--- src/rtl/mips_pkg.sv ---
// Shared encodings for the MIPS multicycle control unit: opcodes, FSM states
// and the mux/ALU select codes driven onto the datapath.
package mips_pkg;

    localparam int unsigned OPCODE_W = 6;

    // IR[31:26] opcodes handled by the control unit
    localparam logic [OPCODE_W-1:0] R_TYPE = 6'h00;
    localparam logic [OPCODE_W-1:0] ADDI   = 6'h08;
    localparam logic [OPCODE_W-1:0] LW     = 6'h23;
    localparam logic [OPCODE_W-1:0] SW     = 6'h2B;
    localparam logic [OPCODE_W-1:0] BEQ    = 6'h04;
    localparam logic [OPCODE_W-1:0] BNE    = 6'h05;
    localparam logic [OPCODE_W-1:0] J      = 6'h02;

    typedef enum logic [3:0] {
        S_IDLE   = 4'd0,
        S_FETCH  = 4'd1,
        S_DECODE = 4'd2,
        S_MEMADR = 4'd3,
        S_MEMRD  = 4'd4,
        S_MEMWB  = 4'd5,
        S_MEMWR  = 4'd6,
        S_EXEC   = 4'd7,
        S_ALUWB  = 4'd8,
        S_ADDIEX = 4'd9,
        S_ADDIWB = 4'd10,
        S_BRANCH = 4'd11,
        S_JUMP   = 4'd12,
        S_TRAP   = 4'd13
    } state_t;

    // alu_op
    localparam logic [1:0] ALU_ADD   = 2'b00;
    localparam logic [1:0] ALU_SUB   = 2'b01;
    localparam logic [1:0] ALU_FUNCT = 2'b10;

    // alu_src_b
    localparam logic [1:0] SRCB_REG    = 2'b00;
    localparam logic [1:0] SRCB_FOUR   = 2'b01;
    localparam logic [1:0] SRCB_IMM    = 2'b10;
    localparam logic [1:0] SRCB_IMM_SH = 2'b11;

    // pc_src
    localparam logic [1:0] PC_SRC_ALU    = 2'b00;
    localparam logic [1:0] PC_SRC_ALUOUT = 2'b01;
    localparam logic [1:0] PC_SRC_JUMP   = 2'b10;

    // States that hold a memory access for MEM_LAT cycles
    function automatic logic is_mem_state(input state_t s);
        return (s == S_FETCH) || (s == S_MEMRD) || (s == S_MEMWR);
    endfunction

endpackage

--- src/rtl/mips_multicycle_control_if.sv ---
// Control bundle between the multicycle control unit (master) and the
// datapath (slave): opcode in, enables and mux selects out.
interface mips_multicycle_control_if;
    import mips_pkg::*;

    logic [OPCODE_W-1:0] opcode;
    logic                pc_write;
    logic                pc_write_cond;
    logic                branch_ne;
    logic                iord;
    logic                mem_read;
    logic                mem_write;
    logic                ir_write;
    logic                mem_to_reg;
    logic                reg_dst;
    logic                reg_write;
    logic                alu_src_a;
    logic [1:0]          alu_src_b;
    logic [1:0]          alu_op;
    logic [1:0]          pc_src;
    logic                instr_done;
    logic                illegal;

    modport master (
        input  opcode,
        output pc_write, pc_write_cond, branch_ne, iord, mem_read, mem_write,
               ir_write, mem_to_reg, reg_dst, reg_write, alu_src_a, alu_src_b,
               alu_op, pc_src, instr_done, illegal
    );

    modport slave (
        output opcode,
        input  pc_write, pc_write_cond, branch_ne, iord, mem_read, mem_write,
               ir_write, mem_to_reg, reg_dst, reg_write, alu_src_a, alu_src_b,
               alu_op, pc_src, instr_done, illegal
    );

endinterface

--- src/rtl/mips_multicycle_control.sv ---
// Moore control FSM for the multicycle MIPS datapath. Memory states are held
// for MEM_LAT cycles by an inline wait counter; outputs decode from state,
// counter and the latched branch polarity only.
module mips_multicycle_control
    import mips_pkg::*;
#(
    parameter int unsigned MEM_LAT = 1
) (
    input  logic                      clk,
    input  logic                      reset,
    mips_multicycle_control_if.master ctl
);

    localparam int unsigned CNT_W = $clog2(MEM_LAT + 1);
    localparam logic [CNT_W-1:0] CNT_LAST = CNT_W'(MEM_LAT - 1);

    state_t           state, state_next;
    logic [CNT_W-1:0] cnt, cnt_next;
    logic             branch_ne_r, branch_ne_next;
    logic             last_wait;

    assign last_wait = (cnt == CNT_LAST);

    // State, wait counter and branch polarity registers
    always_ff @(posedge clk or posedge reset) begin
        if (reset) begin
            state       <= S_IDLE;
            cnt         <= '0;
            branch_ne_r <= 1'b0;
        end else begin
            state       <= state_next;
            cnt         <= cnt_next;
            branch_ne_r <= branch_ne_next;
        end
    end

    // Next-state, counter and output decode
    always_comb begin
        state_next        = state;
        cnt_next          = '0;
        branch_ne_next    = branch_ne_r;
        ctl.pc_write      = 1'b0;
        ctl.pc_write_cond = 1'b0;
        ctl.branch_ne     = 1'b0;
        ctl.iord          = 1'b0;
        ctl.mem_read      = 1'b0;
        ctl.mem_write     = 1'b0;
        ctl.ir_write      = 1'b0;
        ctl.mem_to_reg    = 1'b0;
        ctl.reg_dst       = 1'b0;
        ctl.reg_write     = 1'b0;
        ctl.alu_src_a     = 1'b0;
        ctl.alu_src_b     = SRCB_REG;
        ctl.alu_op        = ALU_ADD;
        ctl.pc_src        = PC_SRC_ALU;
        ctl.instr_done    = 1'b0;
        ctl.illegal       = 1'b0;

        // Counter only advances inside a memory state; any exit clears it
        if (is_mem_state(state) && !last_wait) begin
            cnt_next = cnt + CNT_W'(1);
        end

        case (state)
            S_IDLE: state_next = S_FETCH;
            S_FETCH: begin
                ctl.mem_read  = 1'b1;
                ctl.alu_src_b = SRCB_FOUR;
                if (last_wait) begin
                    ctl.ir_write = 1'b1;
                    ctl.pc_write = 1'b1;
                    state_next   = S_DECODE;
                end
            end
            S_DECODE: begin
                ctl.alu_src_b  = SRCB_IMM_SH;
                branch_ne_next = (ctl.opcode == BNE);
                case (ctl.opcode)
                    R_TYPE:   state_next = S_EXEC;
                    ADDI:     state_next = S_ADDIEX;
                    LW, SW:   state_next = S_MEMADR;
                    BEQ, BNE: state_next = S_BRANCH;
                    J:        state_next = S_JUMP;
                    default:  state_next = S_TRAP;
                endcase
            end
            S_MEMADR: begin
                ctl.alu_src_a = 1'b1;
                ctl.alu_src_b = SRCB_IMM;
                state_next    = (ctl.opcode == SW) ? S_MEMWR : S_MEMRD;
            end
            S_MEMRD: begin
                ctl.mem_read = 1'b1;
                ctl.iord     = 1'b1;
                if (last_wait) state_next = S_MEMWB;
            end
            S_MEMWB: begin
                ctl.reg_write  = 1'b1;
                ctl.mem_to_reg = 1'b1;
                ctl.instr_done = 1'b1;
                state_next     = S_FETCH;
            end
            S_MEMWR: begin
                ctl.mem_write = 1'b1;
                ctl.iord      = 1'b1;
                if (last_wait) begin
                    ctl.instr_done = 1'b1;
                    state_next     = S_FETCH;
                end
            end
            S_EXEC: begin
                ctl.alu_src_a = 1'b1;
                ctl.alu_op    = ALU_FUNCT;
                state_next    = S_ALUWB;
            end
            S_ALUWB: begin
                ctl.reg_write  = 1'b1;
                ctl.reg_dst    = 1'b1;
                ctl.instr_done = 1'b1;
                state_next     = S_FETCH;
            end
            S_ADDIEX: begin
                ctl.alu_src_a = 1'b1;
                ctl.alu_src_b = SRCB_IMM;
                state_next    = S_ADDIWB;
            end
            S_ADDIWB: begin
                ctl.reg_write  = 1'b1;
                ctl.instr_done = 1'b1;
                state_next     = S_FETCH;
            end
            S_BRANCH: begin
                ctl.alu_src_a     = 1'b1;
                ctl.alu_op        = ALU_SUB;
                ctl.pc_src        = PC_SRC_ALUOUT;
                ctl.pc_write_cond = 1'b1;
                ctl.branch_ne     = branch_ne_r;
                ctl.instr_done    = 1'b1;
                state_next        = S_FETCH;
            end
            S_JUMP: begin
                ctl.pc_write   = 1'b1;
                ctl.pc_src     = PC_SRC_JUMP;
                ctl.instr_done = 1'b1;
                state_next     = S_FETCH;
            end
            S_TRAP: ctl.illegal = 1'b1;
            default: state_next = S_IDLE;
        endcase
    end

endmodule
--- src/flat_wrapper.sv ---
// flat-port wrapper written by rule: the top's interface ports become plain ports
module mips_multicycle_control_flat import mips_pkg::*;
#(
    parameter int unsigned MEM_LAT = 1
)
  (clk, reset, ctl_opcode, ctl_pc_write, ctl_pc_write_cond, ctl_branch_ne, ctl_iord, ctl_mem_read, ctl_mem_write, ctl_ir_write, ctl_mem_to_reg, ctl_reg_dst, ctl_reg_write, ctl_alu_src_a, ctl_alu_src_b, ctl_alu_op, ctl_pc_src, ctl_instr_done, ctl_illegal);
  mips_multicycle_control_if ctl_i ();
  input  logic clk;
  input  logic reset;
  input wire logic [$bits(ctl_i.opcode)-1:0] ctl_opcode;
  output wire logic [$bits(ctl_i.pc_write)-1:0] ctl_pc_write;
  output wire logic [$bits(ctl_i.pc_write_cond)-1:0] ctl_pc_write_cond;
  output wire logic [$bits(ctl_i.branch_ne)-1:0] ctl_branch_ne;
  output wire logic [$bits(ctl_i.iord)-1:0] ctl_iord;
  output wire logic [$bits(ctl_i.mem_read)-1:0] ctl_mem_read;
  output wire logic [$bits(ctl_i.mem_write)-1:0] ctl_mem_write;
  output wire logic [$bits(ctl_i.ir_write)-1:0] ctl_ir_write;
  output wire logic [$bits(ctl_i.mem_to_reg)-1:0] ctl_mem_to_reg;
  output wire logic [$bits(ctl_i.reg_dst)-1:0] ctl_reg_dst;
  output wire logic [$bits(ctl_i.reg_write)-1:0] ctl_reg_write;
  output wire logic [$bits(ctl_i.alu_src_a)-1:0] ctl_alu_src_a;
  output wire logic [$bits(ctl_i.alu_src_b)-1:0] ctl_alu_src_b;
  output wire logic [$bits(ctl_i.alu_op)-1:0] ctl_alu_op;
  output wire logic [$bits(ctl_i.pc_src)-1:0] ctl_pc_src;
  output wire logic [$bits(ctl_i.instr_done)-1:0] ctl_instr_done;
  output wire logic [$bits(ctl_i.illegal)-1:0] ctl_illegal;
  assign ctl_i.opcode = ctl_opcode;
  assign ctl_pc_write = ctl_i.pc_write;
  assign ctl_pc_write_cond = ctl_i.pc_write_cond;
  assign ctl_branch_ne = ctl_i.branch_ne;
  assign ctl_iord = ctl_i.iord;
  assign ctl_mem_read = ctl_i.mem_read;
  assign ctl_mem_write = ctl_i.mem_write;
  assign ctl_ir_write = ctl_i.ir_write;
  assign ctl_mem_to_reg = ctl_i.mem_to_reg;
  assign ctl_reg_dst = ctl_i.reg_dst;
  assign ctl_reg_write = ctl_i.reg_write;
  assign ctl_alu_src_a = ctl_i.alu_src_a;
  assign ctl_alu_src_b = ctl_i.alu_src_b;
  assign ctl_alu_op = ctl_i.alu_op;
  assign ctl_pc_src = ctl_i.pc_src;
  assign ctl_instr_done = ctl_i.instr_done;
  assign ctl_illegal = ctl_i.illegal;
  mips_multicycle_control #(.MEM_LAT(MEM_LAT)) u_core (.clk(clk), .reset(reset), .ctl(ctl_i));
endmodule
--- config.mk ---
export PLATFORM = sky130hd
export DESIGN_NAME = mips_multicycle_control_flat
export DESIGN_NICKNAME = d
export VERILOG_FILES = /design/src/rtl/mips_pkg.sv /design/src/rtl/mips_multicycle_control_if.sv /design/src/rtl/mips_multicycle_control.sv /design/src/flat_wrapper.sv
export SDC_FILE = /design/constraint.sdc
export NUM_CORES = 1
export LEC_CHECK = 0
export BUFFER_PORTS_ARGS = -buffer_cell sky130_fd_sc_hd__buf_4
export CORE_AREA = 2 2 42 44
export CTS_CLUSTER_DIAMETER = 30
export DETAILED_ROUTE_END_ITERATION = 10
export DIE_AREA = 0 0 44 46
export MAX_ROUTING_LAYER = met4
export PLACE_DENSITY = 0.8
export SLEW_MARGIN = 40
export SYNTH_ARGS = -nofsm -noshare
export SYNTH_HDL_FRONTEND = slang
export SYNTH_SLANG_ARGS = --single-unit
--- constraint.sdc ---
create_clock -name clk -period 1.7 [get_ports clk]
set_input_delay 0.17 -clock clk [delete_from_list [all_inputs] [get_ports clk]]
set_output_delay 0.17 -clock clk [all_outputs]
set_load 0.02 [all_outputs]
==> results.yml <==
critical_path:
  cp.required_ns: 1.53
  crit_fanout: 8
  worstSetupPathType: "reg2out"
  start_kind: "flip-flop"
  critPathArrivalTime_ns: 1.47
  critPathCaptureType: "output port"
timing:
  hold_ws_ns: 0.2275
  fin_crit_sh_pct: 96.34
  finalMaxSlewViolations: 0
  period_minus_slack_ns: 1.638
  hold_viol_final: 0
  tns_ns: 0
  layout_setup_ws_ns: 0.06229
  skew_ns: 0.002353
  setup_viol: 0
  clock.fmax_ghz: 0.6106
synthesis:
  ys_seq_area_share_pct: 22.51
  synth_cell_type_count: 40
  async_flop_share_pct: 100.0
  synth_fa_ha_area_share_pct: 0
  synth_edf_count: 0
  synth_cells: 85
  synth_flop_cell: "dfrtp_1"
  synth_top_family_by_area: "simple AND/OR/NAND/NOR gates"
  ys_ff_latch: 6
  syn_avg_cell_area_sq_um: 7.846
  syn-num-nets: 93
  yosys_warnings: 0
  syn_area_sq_um: 666.9
  synth-xor-area-share_pct: 1.313
  synth_simple_gate_area_share_pct: 31.14
  muxShareOfSynthArea_pct: 1.689
  synth-compound-area-share_pct: 28.71
placement:
  pre_cts_ws_ns: 0.1308
  port_buffers: 26
  place.gp.congestion: 0.8480
  place_area_sq_um: 859.6
  hpwl_um: 1385
power_and_ir_drop:
  peakVddDrop_v: 0.0007777
  p_leak_nw: 0.4173
  p_per_area_nw_per_um2: 1839
  finalPower_mw: 1.692
routing:
  route.detailed.drc: 0
  vias: 768
  wl_um: 1806
  wl_per_cell_um: 13.89
  drt_iter0_markers: 14
  viasPerCell: 5.908
  antenna_left: 0
  drt_first_pass_iters: 4
cts:
  insertion_delay_ns: 0.25
  cts_buffers: 3
  cts-root-buf: "clkbuf_4"
  cts_tree: "built"
  cts_sinks: 6
  clockBufferDepth: 2
  cts_setup_buffers: 0
  htreeDepth: 1
  clkTransAtPathRegs_ns: 0.05
global_route:
  grt_util_all_layers_pct: 21.38
  grt_pass1_vias: 697
  grt.overflow.total: 0
  grt_max_degree: 13
  antenna_found_initial: 0
  grt_first_pass_wirelength_um: 3036
finish:
  fin_nets: 123
  drive_gt1_share_pct: 45.13
  antenna_cells: 0
  final_area_sq_um: 919.6
  area_growth_syn_to_layout_pct: 37.90
  nFillCells: 157
die:
  start_util_pct: 41.32
  die_width_um: 44
  dieHeight_um: 46
  die_area_sq_um: 2024
  core_area_sq_um: 1614
  ios: 27
  num_rows: 15
status:
  outcome: "finished, final reports clean"
flow_run:
  maxCapViolCount: 0
worst_hold_path:
  hp-class: "in2reg"
[layout make-up]
cell class | count | area [sq um] | area share, %
Clock buffer | 3 | 22.52 | 2.449
Sequential cell | 6 | 155.1 | 16.87
Inverter | 5 | 18.77 | 2.041
Multi-Input combinational cell | 66 | 447.9 | 48.71
Timing Repair Buffer | 33 | 254.0 | 27.62
Tap cell | 17 | 21.27 | 2.313
[per-stage QoR]
| stage | cells | util (%) |
|---|---|---|
| after global routing | 130 | 56.98 |
| after CTS | 130 | 55.66 |
| final | 130 | 56.98 |
| after detailed placement | 126 | 53.26 |
| after global placement | 126 | 53.26 |
| after floorplan | 85 | - |
[cell usage in the layout, fill, tap and decap left out, types with 2 or more instances in the layout]
cell	netlist	final
a211oi_1	4	4
nand2_1	8	7
clkbuf_4	0	3
nor4_1	3	2
buf_4	3	31
a21oi_1	4	4
nor2_1	9	8
o22ai_1	2	2
o21ai_0	3	3
nand3_1	4	4
dfrtp_2	0	4
nor3_1	4	4
inv_1	5	4
dfrtp_1	6	2
[where the power goes]
group          switching (mW)  internal (mW)  total [mW]
sequential              0.139          0.207       0.346
combinational           0.645          0.562        1.21
clock                  0.0589         0.0803       0.139
total                   0.843          0.849        1.69
[cells by family (layout without fill, tap and decap cells)]
logic type	after synthesis	count (layout)
simple gates	38	38
compound gates	25	25
buf+inv	13	41
flops	6	6
other cells	1	1
xor+xnor	1	1
mux	1	1
[synth_stat cells, types with 2 or more instances]
cell / number / share of area, %
a211oi_1: 4 / 4.5
a21oi_1: 4 / 3.0
buf_4: 3 / 3.4
buf_6: 3 / 5.1
dfrtp_1: 6 / 23
inv_1: 5 / 2.8
nand2_1: 8 / 4.5
nand3_1: 4 / 3.0
nor2_1: 9 / 5.1
nor3_1: 4 / 3.0
nor4_1: 3 / 2.8
o21ai_0: 3 / 2.3
o22ai_1: 2 / 1.9
[critical path, stage by stage, from the launching register on]
cell	delay, ns
dfrtp_2	0.45
inv_1	0.13
nand2_4	0.13
nor4_4	0.05
or2_2	0.30
buf_4	0.16
[per-layer routing]
metal,wire length (um),GRT usage [%]
met5,0,-
met4,52,12.12
met3,148,3.175
met2,905,37.35
met1,700,23.02
[repair_timing]
action / 4_1_cts / 5_1_grt
hold endpoints to repair: 6 / 0
hold buffers: 1 / 0
endpoints found under the setup margin: 4 / 10
gates resized for setup: 4 / 6
pin swaps: 0 / 1
[worst paths after layout]
path | startpoint | endpoint | slack (ns) | cells past startpoint
max | u_core.state[1] | ctl_pc_write | 0.06 | 5
min | ctl_opcode[2] | u_core.branch_ne_r | 0.23 | 3
max reg2reg | u_core.state[0] | u_core.state[2] | 0.14 | 4
min reg2reg | u_core.branch_ne_r | u_core.branch_ne_r | 0.48 | 2
max in group asynchronous | reset | u_core.state[3] | 1.08 | 3
min in group asynchronous | reset | u_core.state[2] | 0.40 | 3
[registers in the layout (all words and copies together) (netlist names)]
signal and cells:
u_core.cnt 1, u_core.state 4, u_core.branch_ne_r 1
(Power assumes the default switching activity.)
